`src/rtl/bus_dest_writer_pkg.sv`:
```
// Shared destination codes and bus width for the operand select mux and its write-side writer.
// One-hot destination masks let the writer test holds and drive loads from a single vector.
package bus_dest_writer_pkg;

  localparam int WIDTH = 12;

  typedef enum logic [1:0] {
    DEST_A   = 2'd0,
    DEST_B   = 2'd1,
    DEST_C   = 2'd2,
    DEST_ALL = 2'd3
  } dest_e;

  // Bit 0 = A, bit 1 = B, bit 2 = C.
  function automatic logic [2:0] dest_mask(input dest_e dest);
    logic [2:0] mask;
    mask = 3'b000;
    case (dest)
      DEST_A:   mask = 3'b001;
      DEST_B:   mask = 3'b010;
      DEST_C:   mask = 3'b100;
      DEST_ALL: mask = 3'b111;
      default:  mask = 3'b000;
    endcase
    return mask;
  endfunction

endpackage

```
`src/rtl/bus_dest_writer_sync_fifo.sv`:
```
// Single-clock FIFO, DEPTH entries; dout shows the head combinationally, zero read latency.
// Pushes while full and pops while empty are ignored; callers are expected to gate them.
module sync_fifo #(
  parameter int WIDTH = 14,
  parameter int DEPTH = 2
) (
  input  logic                     clk,
  input  logic                     reset,
  input  logic                     push,
  input  logic [WIDTH-1:0]         din,
  input  logic                     pop,
  output logic [WIDTH-1:0]         dout,
  output logic [$clog2(DEPTH):0]   count,
  output logic                     full,
  output logic                     empty
);

  localparam int AW = $clog2(DEPTH);
  localparam int CW = AW + 1;

  logic [WIDTH-1:0] mem_q [DEPTH];
  logic [WIDTH-1:0] mem_d [DEPTH];
  logic [AW-1:0]    wr_ptr_q, wr_ptr_d;
  logic [AW-1:0]    rd_ptr_q, rd_ptr_d;
  logic [CW-1:0]    count_q, count_d;
  logic             push_ok;
  logic             pop_ok;

  assign full    = (count_q == CW'(DEPTH));
  assign empty   = (count_q == '0);
  assign count   = count_q;
  assign dout    = mem_q[rd_ptr_q];
  assign push_ok = push && !full;
  assign pop_ok  = pop && !empty;

  always_comb begin
    mem_d    = mem_q;
    wr_ptr_d = wr_ptr_q;
    rd_ptr_d = rd_ptr_q;
    count_d  = count_q;
    // Pointers wrap for free since DEPTH is a power of two.
    if (push_ok) begin
      mem_d[wr_ptr_q] = din;
      wr_ptr_d        = wr_ptr_q + 1'b1;
    end
    if (pop_ok) begin
      rd_ptr_d = rd_ptr_q + 1'b1;
    end
    case ({push_ok, pop_ok})
      2'b10:   count_d = count_q + 1'b1;
      2'b01:   count_d = count_q - 1'b1;
      default: count_d = count_q;
    endcase
  end

  always_ff @(posedge clk or posedge reset) begin
    if (reset) begin
      for (int i = 0; i < DEPTH; i++) begin
        mem_q[i] <= '0;
      end
      wr_ptr_q <= '0;
      rd_ptr_q <= '0;
      count_q  <= '0;
    end else begin
      mem_q    <= mem_d;
      wr_ptr_q <= wr_ptr_d;
      rd_ptr_q <= rd_ptr_d;
      count_q  <= count_d;
    end
  end

endmodule

```
`src/rtl/bus_dest_writer.sv`:
```
// Buffers tagged bus words and commits them in order into registers A/B/C (or all three).
// Empty-FIFO word commits one edge after its push; a held destination stalls the head and all behind it.
module bus_dest_writer
  import bus_dest_writer_pkg::*;
#(
  parameter int WIDTH = bus_dest_writer_pkg::WIDTH,
  parameter int DEPTH = 2
) (
  input  logic                   clk,
  input  logic                   reset,
  input  logic [WIDTH-1:0]       in_data,
  input  logic [1:0]             in_dest,
  input  logic                   in_valid,
  output logic                   in_ready,
  input  logic                   hold_a,
  input  logic                   hold_b,
  input  logic                   hold_c,
  input  logic                   ack_a,
  input  logic                   ack_b,
  input  logic                   ack_c,
  output logic [WIDTH-1:0]       out_a,
  output logic [WIDTH-1:0]       out_b,
  output logic [WIDTH-1:0]       out_c,
  output logic                   fresh_a,
  output logic                   fresh_b,
  output logic                   fresh_c,
  output logic [$clog2(DEPTH):0] count
);

  logic [WIDTH+1:0] fifo_dout;
  logic             fifo_full;
  logic             fifo_empty;
  logic             push;
  logic             commit;
  dest_e            head_dest;
  logic [WIDTH-1:0] head_data;
  logic [2:0]       head_mask;
  logic [2:0]       hold_vec;
  logic [2:0]       ack_vec;
  logic [2:0]       load;

  logic [WIDTH-1:0] out_q [3];
  logic [WIDTH-1:0] out_d [3];
  logic [2:0]       fresh_q, fresh_d;

  assign in_ready = !fifo_full;
  assign push     = in_valid && in_ready;

  sync_fifo #(
    .WIDTH (WIDTH + 2),
    .DEPTH (DEPTH)
  ) u_fifo (
    .clk   (clk),
    .reset (reset),
    .push  (push),
    .din   ({in_dest, in_data}),
    .pop   (commit),
    .dout  (fifo_dout),
    .count (count),
    .full  (fifo_full),
    .empty (fifo_empty)
  );

  assign head_dest = dest_e'(fifo_dout[WIDTH+1:WIDTH]);
  assign head_data = fifo_dout[WIDTH-1:0];
  assign head_mask = dest_mask(head_dest);
  assign hold_vec  = {hold_c, hold_b, hold_a};
  assign ack_vec   = {ack_c, ack_b, ack_a};

  // Broadcast needs every hold low; single targets only their own.
  assign commit = !fifo_empty && ((head_mask & hold_vec) == 3'b000);
  assign load   = commit ? head_mask : 3'b000;

  always_comb begin
    out_d   = out_q;
    fresh_d = fresh_q;
    for (int i = 0; i < 3; i++) begin
      // A commit outranks a same-edge ack so the new value is never reported as consumed.
      if (load[i]) begin
        out_d[i]   = head_data;
        fresh_d[i] = 1'b1;
      end else if (ack_vec[i]) begin
        fresh_d[i] = 1'b0;
      end
    end
  end

  always_ff @(posedge clk or posedge reset) begin
    if (reset) begin
      for (int i = 0; i < 3; i++) begin
        out_q[i] <= '0;
      end
      fresh_q <= 3'b000;
    end else begin
      out_q   <= out_d;
      fresh_q <= fresh_d;
    end
  end

  assign out_a   = out_q[0];
  assign out_b   = out_q[1];
  assign out_c   = out_q[2];
  assign fresh_a = fresh_q[0];
  assign fresh_b = fresh_q[1];
  assign fresh_c = fresh_q[2];

endmodule

```
`config.mk`:
```
export PLATFORM = sky130hd
export DESIGN_NAME = bus_dest_writer
export DESIGN_NICKNAME = d
export VERILOG_FILES = /design/src/rtl/bus_dest_writer_pkg.sv /design/src/rtl/bus_dest_writer_sync_fifo.sv /design/src/rtl/bus_dest_writer.sv
export SDC_FILE = /design/constraint.sdc
export NUM_CORES = 1
export LEC_CHECK = 0
export ABC_AREA = 1
export BUFFER_PORTS_ARGS = -buffer_cell sky130_fd_sc_hd__buf_2
export CAP_MARGIN = 20
export CORE_ASPECT_RATIO = 1.4
export CORE_MARGIN = 1
export CORE_UTILIZATION = 55
export CTS_BUF_LIST = sky130_fd_sc_hd__clkbuf_8
export DETAILED_ROUTE_END_ITERATION = 8
export PLACE_DENSITY = 0.79
export SYNTH_ARGS = -nofsm -noshare
export SYNTH_HDL_FRONTEND = slang
export SYNTH_HIERARCHICAL = 1
export SYNTH_SLANG_ARGS = --single-unit
export TNS_END_PERCENT = 10
```
`constraint.sdc`:
```
create_clock -name clk -period 3.4 [get_ports clk]
set_input_delay 0.68 -clock clk [delete_from_list [all_inputs] [get_ports clk]]
set_output_delay 0.68 -clock clk [all_outputs]
set_load 0.01 [all_outputs]
```
### Word level (Yosys, flattened, before mapping)

Index checks and enable logic that the tools add are counted.

* bits in writable memories: 0
* logic and storage cells: 56
* memories: 0
* input bits: 23
* output and inout bits: 42
* latch bits: 0
* register bits after elaboration: 71
* memory bits (read-only): 0

* multiply operators: 0
* $add $sub $neg: 4
* eq/ne operators: 6
* divide/modulo/power cells: 0
* mux-type cells: 15
* shift-type cells: 0
* bitwise gates (word level): 3
* order comparisons: 3
* reduce and logical (&&, ||, !) cells: 14

Operator list (number)
* two-way mux 14 bit: 4
* bitwise mux 28 bit: 1
* demux 14 bit (select 1 bit): 1
* case mux 3 bit (4 select lines): 1
* equality test 2 bit, second input constant: 4
* nonzero test 2 bit: 4
* two-way mux 1 bit: 6
* logical AND 1 bit: 5
* equality test 2 x 1 -> 1 bit, second input constant: 2
* >= comparator 2 bit, second input constant: 2
* zero test 2 bit: 2
* NOT 1 -> 2 bit: 2
* case mux 2 bit (2 select lines): 1
* bitwise AND 3 bit: 1
* zero test 3 bit: 1
* two-way mux 3 bit: 1
* adder 1 bit, second input constant: 2
* adder 2 x 1 -> 2 bit, second input constant: 1
* zero test 1 bit: 2
* less-than comparator 2 x 1 -> 1 bit, second input constant: 1
* subtractor 2 x 1 -> 2 bit, second input constant: 1

### Depth between registers and ports, before layout

* word-level depth: 12
* mapped depth: 21
* gate-level depth less buffers: 18

### Modules after synthesis

The synthesis kept the hierarchy.

By module, submodules not included
* bus_dest_writer: cells each 196, area each 1836.8 µm², instances 1
* sync_fifo: cells each 201, area each 1562.7 µm², instances 1

### Least setup slack after synthesis

OpenSTA, ideal clock, no wires.

* path type: reg-to-reg
* from: register u_fifo.rd_ptr_q
* to: register u_fifo.count_q[1], in the netlist u_fifo/count[1]
* clock period less this slack: 2.601 ns
* arrival: 2.484 ns
* slack: 0.799 ns
* required time: 3.283 ns
* path buffers: 3
* stages on the path, launching flop included: 21
* path through: dfrtp_1 > clkbuf_2 > inv_1 > buf_2 > nand2_1 > nand2_1 > inv_1 > ha_1 > inv_2 > nand2_1 > nand2_2 > nor2_8 > buf_12 > and2_1 > nand2_1 > inv_1 > ha_1 > inv_1 > nand3_1 > nand2_1 > nand2_1

* word-level cells in the longest chain between the ends: 12
* elaborated cells between the ends (all ways): 17
* classes of those cells: 5 x eq/ne; 5 x mux; 2 x bitwise; 5 x reduce/logical

Ends and longest elaborated chain
* start, declared: line bus_dest_writer_sync_fifo.sv:24 `logic [AW-1:0] rd_ptr_q, rd_ptr_d;`
* start signal, assigned: line bus_dest_writer_sync_fifo.sv:67 `rd_ptr_q <= rd_ptr_d;`
* NOT 1 -> 2 bit (implied by the code) (*): line bus_dest_writer_sync_fifo.sv:32 `assign dout = mem_q[rd_ptr_q];`
* two-way mux 14 bit (implied by the code) (*) (3 in a row): line bus_dest_writer_sync_fifo.sv:32
* via fifo_dout[12]: line bus_dest_writer.sv:30 `logic [WIDTH+1:0] fifo_dout;`
* equality test 2 bit, or another cell as far along: line bus_dest_writer_pkg.sv:18 `case (dest)`
* case mux 3 bit (4 select lines) (*): line bus_dest_writer_pkg.sv:18
* bitwise AND 3 bit (*): line bus_dest_writer.sv:71 `assign commit = !fifo_empty && ((head_mask & hold_vec) == 3'b000);`
* zero test 3 bit (*): line bus_dest_writer.sv:71
* logical AND 1 bit (*): line bus_dest_writer.sv:71
* via commit: line bus_dest_writer.sv:34 `logic commit;`
* logical AND 1 bit (*): line bus_dest_writer_sync_fifo.sv:34 `assign pop_ok = pop && !empty;`
* via u_fifo.pop_ok: line bus_dest_writer_sync_fifo.sv:27 `logic pop_ok;`
* equality test 2 x 1 -> 1 bit or equality test 2 bit (tied branches): line bus_dest_writer_sync_fifo.sv:49 `case ({push_ok, pop_ok})`
* case mux 2 bit (2 select lines) or nonzero test 2 bit (tied branches)
* end signal, assigned: line bus_dest_writer_sync_fifo.sv:68 `count_q <= count_d;`
* end, declared: line bus_dest_writer_sync_fifo.sv:25 `logic [CW-1:0] count_q, count_d;`

Mark *: on every way through the listed nets, which the timed path passes. The rest lies on a longest branch. The select of a mux whose other input is x is not followed.
A chain may end at the register's enable or synchronous reset.

### Final worst setup path

Same ends and word-level chain as after synthesis.

==> impl_metrics.py <==
metrics = {
    "run_status": {
        "status": "complete, no violations",
    },
    "logic_synthesis": {
        "yosys.area.top_type": "dfrtp_1",
        "yosysUniqueCellTypes": 23,
        "yosysWarnings": 6,
        "syn-mean-instance-area_um2": 8.56,
        "syn_area_um2": 3400,
        "syn-instance-count": 397,
        "seq_area_frac_synth": 0.523,
        "ys_ff_latch": 71,
        "yosysTopAreaCellShare": 0.523,
        "synth_area_leaders": "dfrtp_1, nand2_1, nand4_1",
        "syn_nets": 425,
    },
    "sta": {
        "min_period_over_period": 0.797,
        "slew_violations": 0,
        "fin_setup_tns_ps": 0,
        "fin_crit_ps": 2710,
        "fmaxAchievable_mhz": 369,
        "rsz0062_at_grt": "no",
        "hold_viol": 0,
        "tightest_slew_ps": 638,
        "setup_viol": 0,
        "skew_ps": 4.83,
        "relSlewSlack": 0.575,
    },
    "cells_and_area": {
        "syn_to_final_growth_pct": 15.9,
        "fill_cells": 502,
        "n_antenna_cell": 0,
        "design.final.nets": 479,
        "drive_above_1_share": 0.226,
    },
    "clock_tree": {
        "cts_made_buffers": 9,
        "clkLatencyLatePin_ps": 340,
        "cts_tree": "built",
        "ctsResizeCount": 0,
        "cts_root_buffer": "clkbuf_8",
        "clk_path_buf_depth": 2,
        "cts_hold_buf": 0,
        "cts.clk_slew.worst_paths_ps": 70,
        "clock_sinks": 71,
        "h-tree-depth": 3,
        "post_cts_buffers": 0,
    },
    "floorplanning": {
        "die_area_um2": 6500,
        "io_pins": 65,
        "rows": 33,
        "die_w_um": 68.4,
        "start_util": 0.576,
        "coreArea_um2": 5900,
        "die_h_um": 95.0,
    },
    "power_and_ir_drop": {
        "seq_power_share": 0.338,
        "p_leak_nw": 2.26,
        "power_frac_comb": 0.441,
        "p_int_w": 0.00248,
        "p_clk_frac": 0.221,
        "vdd_drop_max_uv": 570,
        "switchingPower_w": 0.00185,
        "powerDensity_nw_per_um2": 1100,
        "fin_total_pwr_w": 0.00433,
        "swShare": 0.428,
    },
    "global_routing": {
        "track_usage": 0.238,
        "grt_pass1_vias": 2525,
        "grt.overflow.total": 0,
        "antenna_found_initial": 0,
        "grt_max_degree": 40,
        "grt_pass1_wl_mm": 11.4,
    },
    "drt": {
        "route.detailed.drc": 0,
        "antenna_left": 0,
        "drtIter0Drc": 197,
        "vias": 2787,
        "vias_per_cell": 5.30,
        "wl_per_cell_um": 13.1,
        "dr.pass1.iters": 4,
        "drt_wl_total_mm": 6.90,
    },
    "critical_path": {
        "path_cells": "inv_1, nand2_1, nand2_1, inv_1, ha_1, inv_2, nand2_1, nand2_2, nor2_8, and2_1, nand2_1, inv_1, ha_1, inv_1, nand3_1, nand2_1, nand2_1",
        "cp-end-kind": "flip-flop",
        "arrival_ps": 2940,
        "cp_data_required_time_ps": 3630,
        "crit_type": "flip-flop to flip-flop",
        "cpMostUsedCell": "nand2_1",
        "path_max_fanout": 16,
        "r2r_setup_slack_ps": 690,
        "slowest_stage": "dfrtp_1",
        "cp-start-kind": "flip-flop",
        "max_stage_delay_ps": 610,
    },
    "min_path": {
        "hp-class": "input pin to asynchronous set/reset pin",
    },
    "flow_run": {
        "max_cap_violations": 0,
    },
    "placed_design": {
        "place_hpwl_mm": 4.92,
        "io_buffer_count": 64,
        "gp_congestion": 0.767,
    },
}
## state kept, by name (all words and copies together) (netlist names)
name	count
out_b	12
fresh_q	3
out_c	12
u_fifo/count	2
out_a	12
u_fifo/rd_ptr_q	1
u_fifo/mem_q	28
u_fifo/wr_ptr_q	1
## placed cells by master, fill, tap and decap left out, drive strengths merged, types with 4 or more instances in the layout
master    n
bufinv    5
dfrtp    71
buf      70
nand3     8
clkbuf   10
inv      26
nand2   185
nor2      4
nand4    65
ha        5
## metal layers
layer  vias up  wire length [um]  global-route usage
li1       1407                 -                   -
met1      1296              3030               0.290
met2        78              3440               0.394
met3         6               354              0.0610
met4         0                79              0.0955
met5         -                 0                   0
## layout make-up
cell class	count	area, um^2	share of cell area
Sequential cell	71	1780	0.451
Multi-Input combinational cell	273	1320	0.335
Timing Repair Buffer	70	365	0.0927
Clock inverter	6	155	0.0394
Clock buffer	10	138	0.0349
Inverter	26	97.6	0.0248
Tap cell	70	87.6	0.0222
## cells in the mapped netlist
library cell	instances
a21oi_2	1
and2_1	1
buf_12	4
buf_2	16
buf_4	3
buf_6	1
clkbuf_1	2
clkbuf_2	1
dfrtp_1	71
ha_1	5
inv_1	22
inv_2	4
nand2_1	183
nand2_2	2
nand3_1	2
nand3_2	6
nand4_1	65
nor2_1	1
nor2_2	1
nor2_4	1
nor2_8	1
o21ai_0	3
xnor2_1	1
## per-stage QoR
step | util | setup WS (ps) | hold WS [ps] | std cells | area (um^2)
finish | 0.668 | 689 | 410 | 526 | 3940
global placement | 0.618 | 799 | 449 | 510 | 3650
detailed placement | 0.618 | 696 | 454 | 510 | 3650
CTS | 0.668 | 674 | 410 | 526 | 3940
global route | 0.668 | 386 | 440 | 526 | 3940
floorplan | - | 799 | 442 | 397 | 3400
## kinds of logic (layout without fill, tap and decap cells)
family / count (synthesis) / count (layout) / share of synthesized area
simple gates: 263 / 263 / 0.360
flops: 71 / 71 / 0.523
xor+xnor: 1 / 1 / 0.00258
compound gates: 4 / 4 / 0.00699
buf+inv: 53 / 112 / 0.0894
fa+ha+maj: 5 / 5 / 0.0184
## power groups by stage
stage                     Sequential, W  Clock, W  Combinational [W]
after floorplan                 0.00147         0            0.00163
after global placement          0.00146         0            0.00184
after detailed placement        0.00147         0            0.00192
after CTS                       0.00146  0.000975            0.00192
after global routing            0.00151   0.00101            0.00219
final                           0.00146  0.000957            0.00191
## worst max-delay path: cells and delay by family (launching register included)
family,cells,cell delay (ps)
buffers and inverters,5,620
AND/OR/NAND/NOR,10,840
flip-flops,1,610
adder cells (fa/ha/maj),2,530
## worst paths after layout
| kind | from | to | depth (start not counted) |
|---|---|---|---|
| worst max-delay path | u_fifo/rd_ptr_q | u_fifo/count[1] | 17 |
| worst min-delay path | reset | u_fifo/count[0] | 3 |
| worst max register to register | u_fifo/rd_ptr_q | u_fifo/count[1] | 17 |
| worst min register to register | out_a[8] | out_a[8] | 2 |
| max in group asynchronous | reset | out_b[3] | 3 |
| min in group clk | out_a[8] | out_a[8] | 2 |
No activity file was read; power rests on OpenSTA's default activity.
